**config.mk**
```make
export PLATFORM = sky130hd
export DESIGN_NAME = sram_ctrl
export DESIGN_NICKNAME = d
export VERILOG_FILES = /design/src/rtl/sram_pkg.sv /design/src/rtl/sram_phase_timer.sv /design/src/rtl/sram_ctrl.sv
export SDC_FILE = /design/constraint.sdc
export NUM_CORES = 1
export LEC_CHECK = 0
export BUFFER_PORTS_ARGS = -buffer_cell sky130_fd_sc_hd__clkbuf_2
export CAP_MARGIN = 20
export CORE_MARGIN = 3
export CORE_UTILIZATION = 43
export DETAILED_ROUTE_END_ITERATION = 10
export GPL_TIMING_DRIVEN = 0
export PLACE_DENSITY_LB_ADDON = 0.12
export SYNTH_ARGS = -nofsm -noshare
export SYNTH_HDL_FRONTEND = slang
export SYNTH_SLANG_ARGS = --single-unit
export TNS_END_PERCENT = 10
```
**constraint.sdc**
```tcl
create_clock -name clk -period 1.2 [get_ports clk]
set_input_delay 0.24 -clock clk [delete_from_list [all_inputs] [get_ports clk]]
set_output_delay 0.24 -clock clk [all_outputs]
set_load 0.005 [all_outputs]
```
**src/rtl/sram_pkg.sv**
```systemverilog
// rtl/sram_pkg.sv - shared state encoding and rd_wr polarity for the SRAM column sequencer
package sram_pkg;

   typedef enum logic [2:0] {
      IDLE,
      SETUP,
      WL,
      REC,
      DONE
   } sram_state_e;

   localparam logic RDWR_READ  = 1'b1;
   localparam logic RDWR_WRITE = 1'b0;

endpackage

```
**src/rtl/sram_phase_timer.sv**
```systemverilog
// rtl/sram_phase_timer.sv - loadable down-counter with zero flag that times each access phase
module sram_phase_timer #(
   parameter int MAX_CNT = 2,
   parameter int CNT_W   = $clog2(MAX_CNT + 1)
) (
   input  logic             clk,
   input  logic             rst_n,
   input  logic             i_load,
   input  logic [CNT_W-1:0] i_load_val,
   output logic             o_zero
);

   logic [CNT_W-1:0] r_cnt;

   // Saturates at zero so a phase that overstays never wraps into a long count.
   always_ff @(posedge clk or negedge rst_n) begin
      if (!rst_n) begin
         r_cnt <= '0;
      end else if (i_load) begin
         r_cnt <= i_load_val;
      end else if (r_cnt != '0) begin
         r_cnt <= r_cnt - 1'b1;
      end
   end

   assign o_zero = (r_cnt == '0);

endmodule

```
**src/rtl/sram_ctrl.sv**
```systemverilog
// rtl/sram_ctrl.sv - single-word request sequencer driving precharge, write driver, wordline and read capture
module sram_ctrl
   import sram_pkg::*;
#(
   parameter int ROWS      = 4,
   parameter int COLS      = 1,
   parameter int ADDR_W    = 2,
   parameter int SETUP_CYC = 2,
   parameter int WL_CYC    = 2,
   parameter int REC_CYC   = 1
) (
   input  logic              clk,
   input  logic              rst_n,
   input  logic              req_valid,
   output logic              req_ready,
   input  logic              req_we,
   input  logic [ADDR_W-1:0] req_addr,
   input  logic [COLS-1:0]   req_wdata,
   output logic [ROWS-1:0]   row,
   output logic              rd_wr,
   output logic [COLS-1:0]   data_in,
   input  logic [COLS-1:0]   preout,
   output logic [COLS-1:0]   rd_data,
   output logic              done,
   output logic              rd_valid,
   output logic              err
);

   localparam int MAX_PH = (SETUP_CYC > WL_CYC) ?
                           ((SETUP_CYC > REC_CYC) ? SETUP_CYC : REC_CYC) :
                           ((WL_CYC > REC_CYC) ? WL_CYC : REC_CYC);
   localparam int CNT_W = $clog2(MAX_PH + 1);
   localparam logic [ADDR_W:0] ROWS_LIM = (ADDR_W + 1)'(ROWS);

   sram_state_e       r_state;
   sram_state_e       w_next;
   logic              r_we;
   logic [ADDR_W-1:0] r_addr;
   logic [COLS-1:0]   r_data_in;
   logic [COLS-1:0]   r_rd_data;
   logic              w_load;
   logic [CNT_W-1:0]  w_load_val;
   logic              w_zero;
   logic              w_oor;
   logic [ROWS-1:0]   w_row_hot;

   assign w_oor     = ({1'b0, r_addr} >= ROWS_LIM);
   assign w_row_hot = ROWS'(1) << r_addr;

   sram_phase_timer #(
      .MAX_CNT (MAX_PH),
      .CNT_W   (CNT_W)
   ) u_timer (
      .clk        (clk),
      .rst_n      (rst_n),
      .i_load     (w_load),
      .i_load_val (w_load_val),
      .o_zero     (w_zero)
   );

   always_ff @(posedge clk or negedge rst_n) begin
      if (!rst_n) begin
         r_state <= IDLE;
      end else begin
         r_state <= w_next;
      end
   end

   // The timer is reloaded with the new phase length on every state change.
   always_comb begin
      w_next = r_state;
      case (r_state)
         IDLE:    if (req_valid) w_next = SETUP;
         SETUP:   if (w_zero) w_next = WL;
         WL:      if (w_zero) w_next = REC;
         REC:     if (w_zero) w_next = DONE;
         DONE:    w_next = IDLE;
         default: w_next = IDLE;
      endcase
      w_load = (w_next != r_state);
      case (w_next)
         SETUP:   w_load_val = CNT_W'(SETUP_CYC - 1);
         WL:      w_load_val = CNT_W'(WL_CYC - 1);
         REC:     w_load_val = CNT_W'(REC_CYC - 1);
         default: w_load_val = '0;
      endcase
   end

   always_comb begin
      req_ready = 1'b0;
      rd_wr     = RDWR_READ;
      row       = '0;
      done      = 1'b0;
      rd_valid  = 1'b0;
      err       = 1'b0;
      case (r_state)
         IDLE:       req_ready = 1'b1;
         SETUP, REC: rd_wr = r_we ? RDWR_WRITE : RDWR_READ;
         WL: begin
            rd_wr = r_we ? RDWR_WRITE : RDWR_READ;
            if (!w_oor) row = w_row_hot;
         end
         DONE: begin
            done     = 1'b1;
            rd_valid = ~r_we;
            err      = w_oor;
         end
         default: ;
      endcase
   end

   // Read data is sampled on the edge that drops the wordline, while the sense amp is still valid.
   always_ff @(posedge clk or negedge rst_n) begin
      if (!rst_n) begin
         r_we      <= 1'b0;
         r_addr    <= '0;
         r_data_in <= '0;
         r_rd_data <= '0;
      end else begin
         if (r_state == IDLE && req_valid) begin
            r_we   <= req_we;
            r_addr <= req_addr;
            if (req_we) r_data_in <= req_wdata;
         end
         if (r_state == WL && w_zero && !r_we) begin
            r_rd_data <= w_oor ? '0 : preout;
         end
      end
   end

   assign data_in = r_data_in;
   assign rd_data = r_rd_data;

endmodule

```
# After elaboration in Yosys (flattened, before gate mapping)
# Cells that the tools add are included.
[classes]
bitwise = 1
shifts = 1
addsub = 1
eq_ne = 7
mux = 14
reduce_logical = 11
[op_table]
columns = ["operator", "n"]
rows = [
  ["two-way mux 3 bit", 4],
  ["case mux 3 bit (4 select lines)", 1],
  ["equality test 3 x 2 -> 1 bit, second input constant", 3],
  ["equality test 3 x 1 -> 1 bit, second input constant", 2],
  ["two-way mux 1 bit", 6],
  ["two-way mux 2 bit", 2],
  ["two-way mux 4 bit", 1],
  ["nonzero test 2 bit", 2],
  ["<< shifter 1 x 2 -> 4 bit, first input constant", 1],
  ["equality test 3 bit, second input constant", 1],
  ["logical AND 1 bit", 3],
  ["zero test 3 bit", 1],
  ["inequality test 3 bit", 1],
  ["OR reduction 3 bit", 1],
  ["zero test 2 bit", 1],
  ["AND reduction 2 bit", 1],
  ["OR reduction 2 bit", 1],
  ["subtractor 2 x 1 -> 2 bit, second input constant", 1],
  ["zero test 1 bit", 1],
  ["inverter 1 bit", 1],
]
[word_totals]
in_bits = 8
regBits = 10

# Logic depth before layout (Yosys ltp)
[logic_depth]
depth_word = 7
depth_mapped = 6
mapped_depth_nobuf = 5

# Cells and area by module
# Synthesis repeated with hierarchy kept, for this count alone.
[hier_totals]
hier_cells = 59
hier_area_um2 = 584.3
[by_module_without_submodules]
columns = ["module", "n_inst", "cells_each", "area_per_inst_um2", "seq_area_each_um2"]
rows = [
  ["sram_ctrl", 1, 47, 470.5, 200.2],
  ["sram_phase_timer", 1, 12, 113.9, 50.0],
]

# Worst setup path before layout
# No wires, ideal clock.
[synth_timing]
kind = "register to register"
startpoint = "register r_state[2]"
endpoint = "register r_data_in (netlist: data_in)"
slack_ps = -91
path_stages_with_launch = 4
period_less_slack_ps = 1291
t_arrival_ps = 1166
n_path_buf = 0
required_time_ps = 1075
setup_ps = 125
path_cell_list = "dfrtp_1 -> nor4b_4 -> nand2_2 -> mux2_4"
[synth_via]
elab_chain_cells = 3
[synth_lines]
columns = ["item", "line", "source"]
rows = [
  ["start, declared", "sram_ctrl.sv:35", "sram_state_e r_state;"],
  ["start signal, assigned", "sram_ctrl.sv:65", "r_state <= w_next;"],
  ["zero test 3 bit", "sram_ctrl.sv:120", "if (r_state == IDLE && req_valid) begin"],
  ["logical AND 1 bit", "sram_ctrl.sv:120", ""],
  ["AND reduction 2 bit (no source line)", "--", ""],
  ["end signal, assigned", "sram_ctrl.sv:123", "if (req_we) r_data_in <= req_wdata;"],
  ["end, declared", "sram_ctrl.sv:39", "logic [COLS-1:0] r_data_in;"],
]
# No other way between the ends.
# A chain may end at the register's enable or synchronous reset.

# Worst setup path after layout
[layout_timing]
startpoint = "register r_state[2]"
endpoint = "output rd_wr"
[layout_via]
elab_chain_cells = 3
elab_cells_between_ends = 5
[layout_lines]
columns = ["item", "line", "source"]
rows = [
  ["equality test 3 x 2 -> 1 bit / equality test 3 x 1 -> 1 bit (equally long branches)", "sram_ctrl.sv:96", "case (r_state)"],
  ["OR reduction 3 bit (no source line) (*)", "--", ""],
  ["two-way mux 1 bit (*)", "--", ""],
  ["end, declared", "sram_ctrl.sv:20", "output logic rd_wr,"],
]
# Mark *: on every way between the ends. The rest lies on a longest branch, timed or not.

==> impl_metrics.toml <==
[sta]
min_period_ps = 1550
crit_path_setup_slack_layout_ps = -352
achievable-frequency_ghz = 0.644
grt_setup_unrepaired = "true"
finalHoldViolations = 0
setup-violations-final = 13
timing.clock.skew_ps = 9.67
timing.final.crit_share_pct = 129
timing_max_transition_violations_final = 0

[global_route]
grt_overflow_total = 0
grt_pass1_wl_mm = 2.21
grt_max_degree = 11
gr-usage-all-layers_pct = 16.5
antenna_found_initial = 0
via_count_of_the_first_global_routing_pass = 518

[setup_path]
reg2regPathDepth = 5
critical_path_peak_fanout = 5
start_kind = "flip-flop"
required_ps = 960
timing_worst_setup_path_type = "flip-flop to primary output"
worst-endpoint-arrival_ps = 1310
critical_path.endpoint_type = "primary output"
worst_path_max_delay_cell = "dfrtp_2"
worst_path_largest_cell_delay_ps = 430
timing.critical_path.cells = "clkbuf_8 > or3_1 > clkbuf_2"

[synthesis]
synth_adder_area_share_pct = 2.09
synthCells = 58
post_synth_instance_area_um2 = 598
synthMuxAreaShare_pct = 8.79
synth_sequential_area_ratio_pct = 41.8
yosys_warnings = 0
yosysMostFrequentCell = "dfrtp_1"
combinational_family_with_the_most_area_after_synthesis = "simple AND/OR/NAND/NOR gates"
cell_type_with_the_highest_aggregate_area_in_the_netlist = "dfrtp_1"
register_bit_total_from_synthesis = 10
flip_flop_cell_with_the_highest_count_after_synthesis = "dfrtp_1"
synth_enable_flop_cells = 0
synthesis.nets = 67
synth-async-reset-ratio_pct = 100
synthXorXnorAreaFrac_pct = 1.46
synth_top_cell_area_share_pct = 41.8
syn_avg_cell_area_um2 = 10.3
yosys.cell_types.count = 30
synth_top_cells_by_count = "dfrtp_1, nor2_1, nand2_1, inv_1, nand2b_1"
synth_compound_area_share_pct = 9.21
cell_types_occupying_the_most_area_after_synthesis = "dfrtp_1, mux2_4, nor4b_4, buf_6, mux2_2"
synth_simple_gate_area_share_pct = 27.6

[placed_design]
gpl.final_weighted_congestion = 0.701
worst_slack_placed_ps = -242
detailedPlacementHpwl_um = 865
number_of_input_and_output_port_buffers_inserted = 17

[cells_and_area]
final_net_count = 100
utilization_pct = 73.0
antennaDiodeCount = 0
fill_cells = 90
area_growth_pct = 46.7
drive_above_1_share_pct = 61.8

[hold_path]
worst_hold_path_type = "primary input to flip-flop"
worstHoldPathCells = 2

[drt]
routed-via-count = 555
remaining_drc_errors = 0
finalWirelength_mm = 1.37
antenna_left = 0
detail_route.vias_per_cell = 5.39
drt-pass1-iter-count = 4
detail_route.iter0.violations = 6
routed_wire_length_per_instance_um = 13.3

[run_status]
failing_checks = "setup timing"
run_status = "finished, violations left"

[floorplan]
die_y_um = 43.3
dieWidth_um = 43.3
die_area_um2 = 1870
start_util_pct = 49.8
core.rowCount = 12
core_area_um2 = 1200
number_of_primary_i_o_pins = 19

[job]
drv_cap = 0

[clock_tree]
worst_skew_pair.late_latency_ps = 270
htree_num_levels = 1
clock_sinks = 10
tritoncts = "yes"
clock-root-buffer = "clkbuf_4"
cts.clk_slew.worst_paths_ps = 60
numCtsBuffers = 3
clock_tree.buffer_depth = 2

[pwr]
ir_worst_vdd_mv = 1.28
power_leakage_nw = 0.431
power_density_nw_per_um2 = 2670
## path summary, 6_finish.rpt
check,start,endpoint,slack (ps)
max,r_state[2],rd_wr,-350
min,preout,rd_data,200
max reg2reg,r_state[0],data_in,-280
min reg2reg,rd_data,rd_data,510
max in group asynchronous,rst_n,r_state[2],590
min in group asynchronous,rst_n,r_state[0],370
## metrics by stage
stage               power, mW  hold WS (ps)  TNS (ps)  std cells  cell area, um2
floorplan                1.40         -55.6      -337         58             598
global placement         1.63           120     -1620         89             701
detailed placement       1.66           122     -1700         89             701
CTS                      2.21           200     -3400        101             841
global route             2.54           194     -4350        103             877
finish                   2.34           202     -3370        103             877
## sequential cells by signal, indices dropped and copies added, names as in the netlist
signal,count
data_in,1
r_addr,2
rd_data,1
u_timer.r_cnt,2
r_we,1
r_state,3
## worst max-delay path: cells and delay by family (launching register included)
kind                   cells  cell delay, ps
buffers and inverters      2             280
flip-flops                 1             430
AND/OR/NAND/NOR            1             350
## what timing repair did
action / in CTS / in global routing
pin swaps: 11 / 3
buffers inserted: 8 / 2
hold endpoints to repair: 10 / 0
hold buffers: 1 / 0
setup endpoints to repair: 16 / 18
resized for setup: 14 / 8
## cell type report
cell class,instances,area (um2),area share (%)
Inverter,3,11.3,1.28
Clock buffer,3,22.5,2.57
Buffer,5,55.1,6.28
Timing Repair Buffer,28,178,20.3
Multi-Input combinational cell,40,342,38.9
Sequential cell,10,251,28.7
Tap cell,14,17.5,2.00
## report_power, final
group	internal [mW]	switching [mW]	leakage [nW]
combinational	0.825	0.658	0.298
sequential	0.509	0.124	0.120
clock	0.116	0.109	0.0138
## logic make-up (layout without fill, tap and decap cells)
family	after synthesis	after routing
AND/OR/NAND/NOR	25	25
flip-flops	10	10
AO/OA/AOI/OAI	8	8
buffers and inverters	8	39
multiplexers	4	4
adder cells (fa/ha/maj)	1	1
other	1	1
XOR/XNOR	1	1
## layer usage
metal | GRT usage (%) | share of wire (%) | vias up
met5 | 0 | 0 | -
met4 | 8.43 | 3.2 | 0
met3 | 8.47 | 6.7 | 6
met2 | 29.2 | 53 | 18
met1 | 15.1 | 38 | 269
li1 | - | - | 262
## cell usage in the layout (no fill, tap or decap), types with 2 or more instances in the layout
cell,Yosys,final
mux2_2,2,2
nor2_1,6,3
buf_4,1,9
a21oi_1,2,2
nor3_2,0,2
nand2_1,4,3
buf_6,2,5
and3_1,2,2
nor2_2,0,2
mux2_4,2,2
inv_1,3,3
nand2_2,1,2
nand2b_1,3,3
clkbuf_4,0,3
buf_2,1,3
dfrtp_1,10,9
clkbuf_2,0,14
Power figures use the tool's default switching activity.
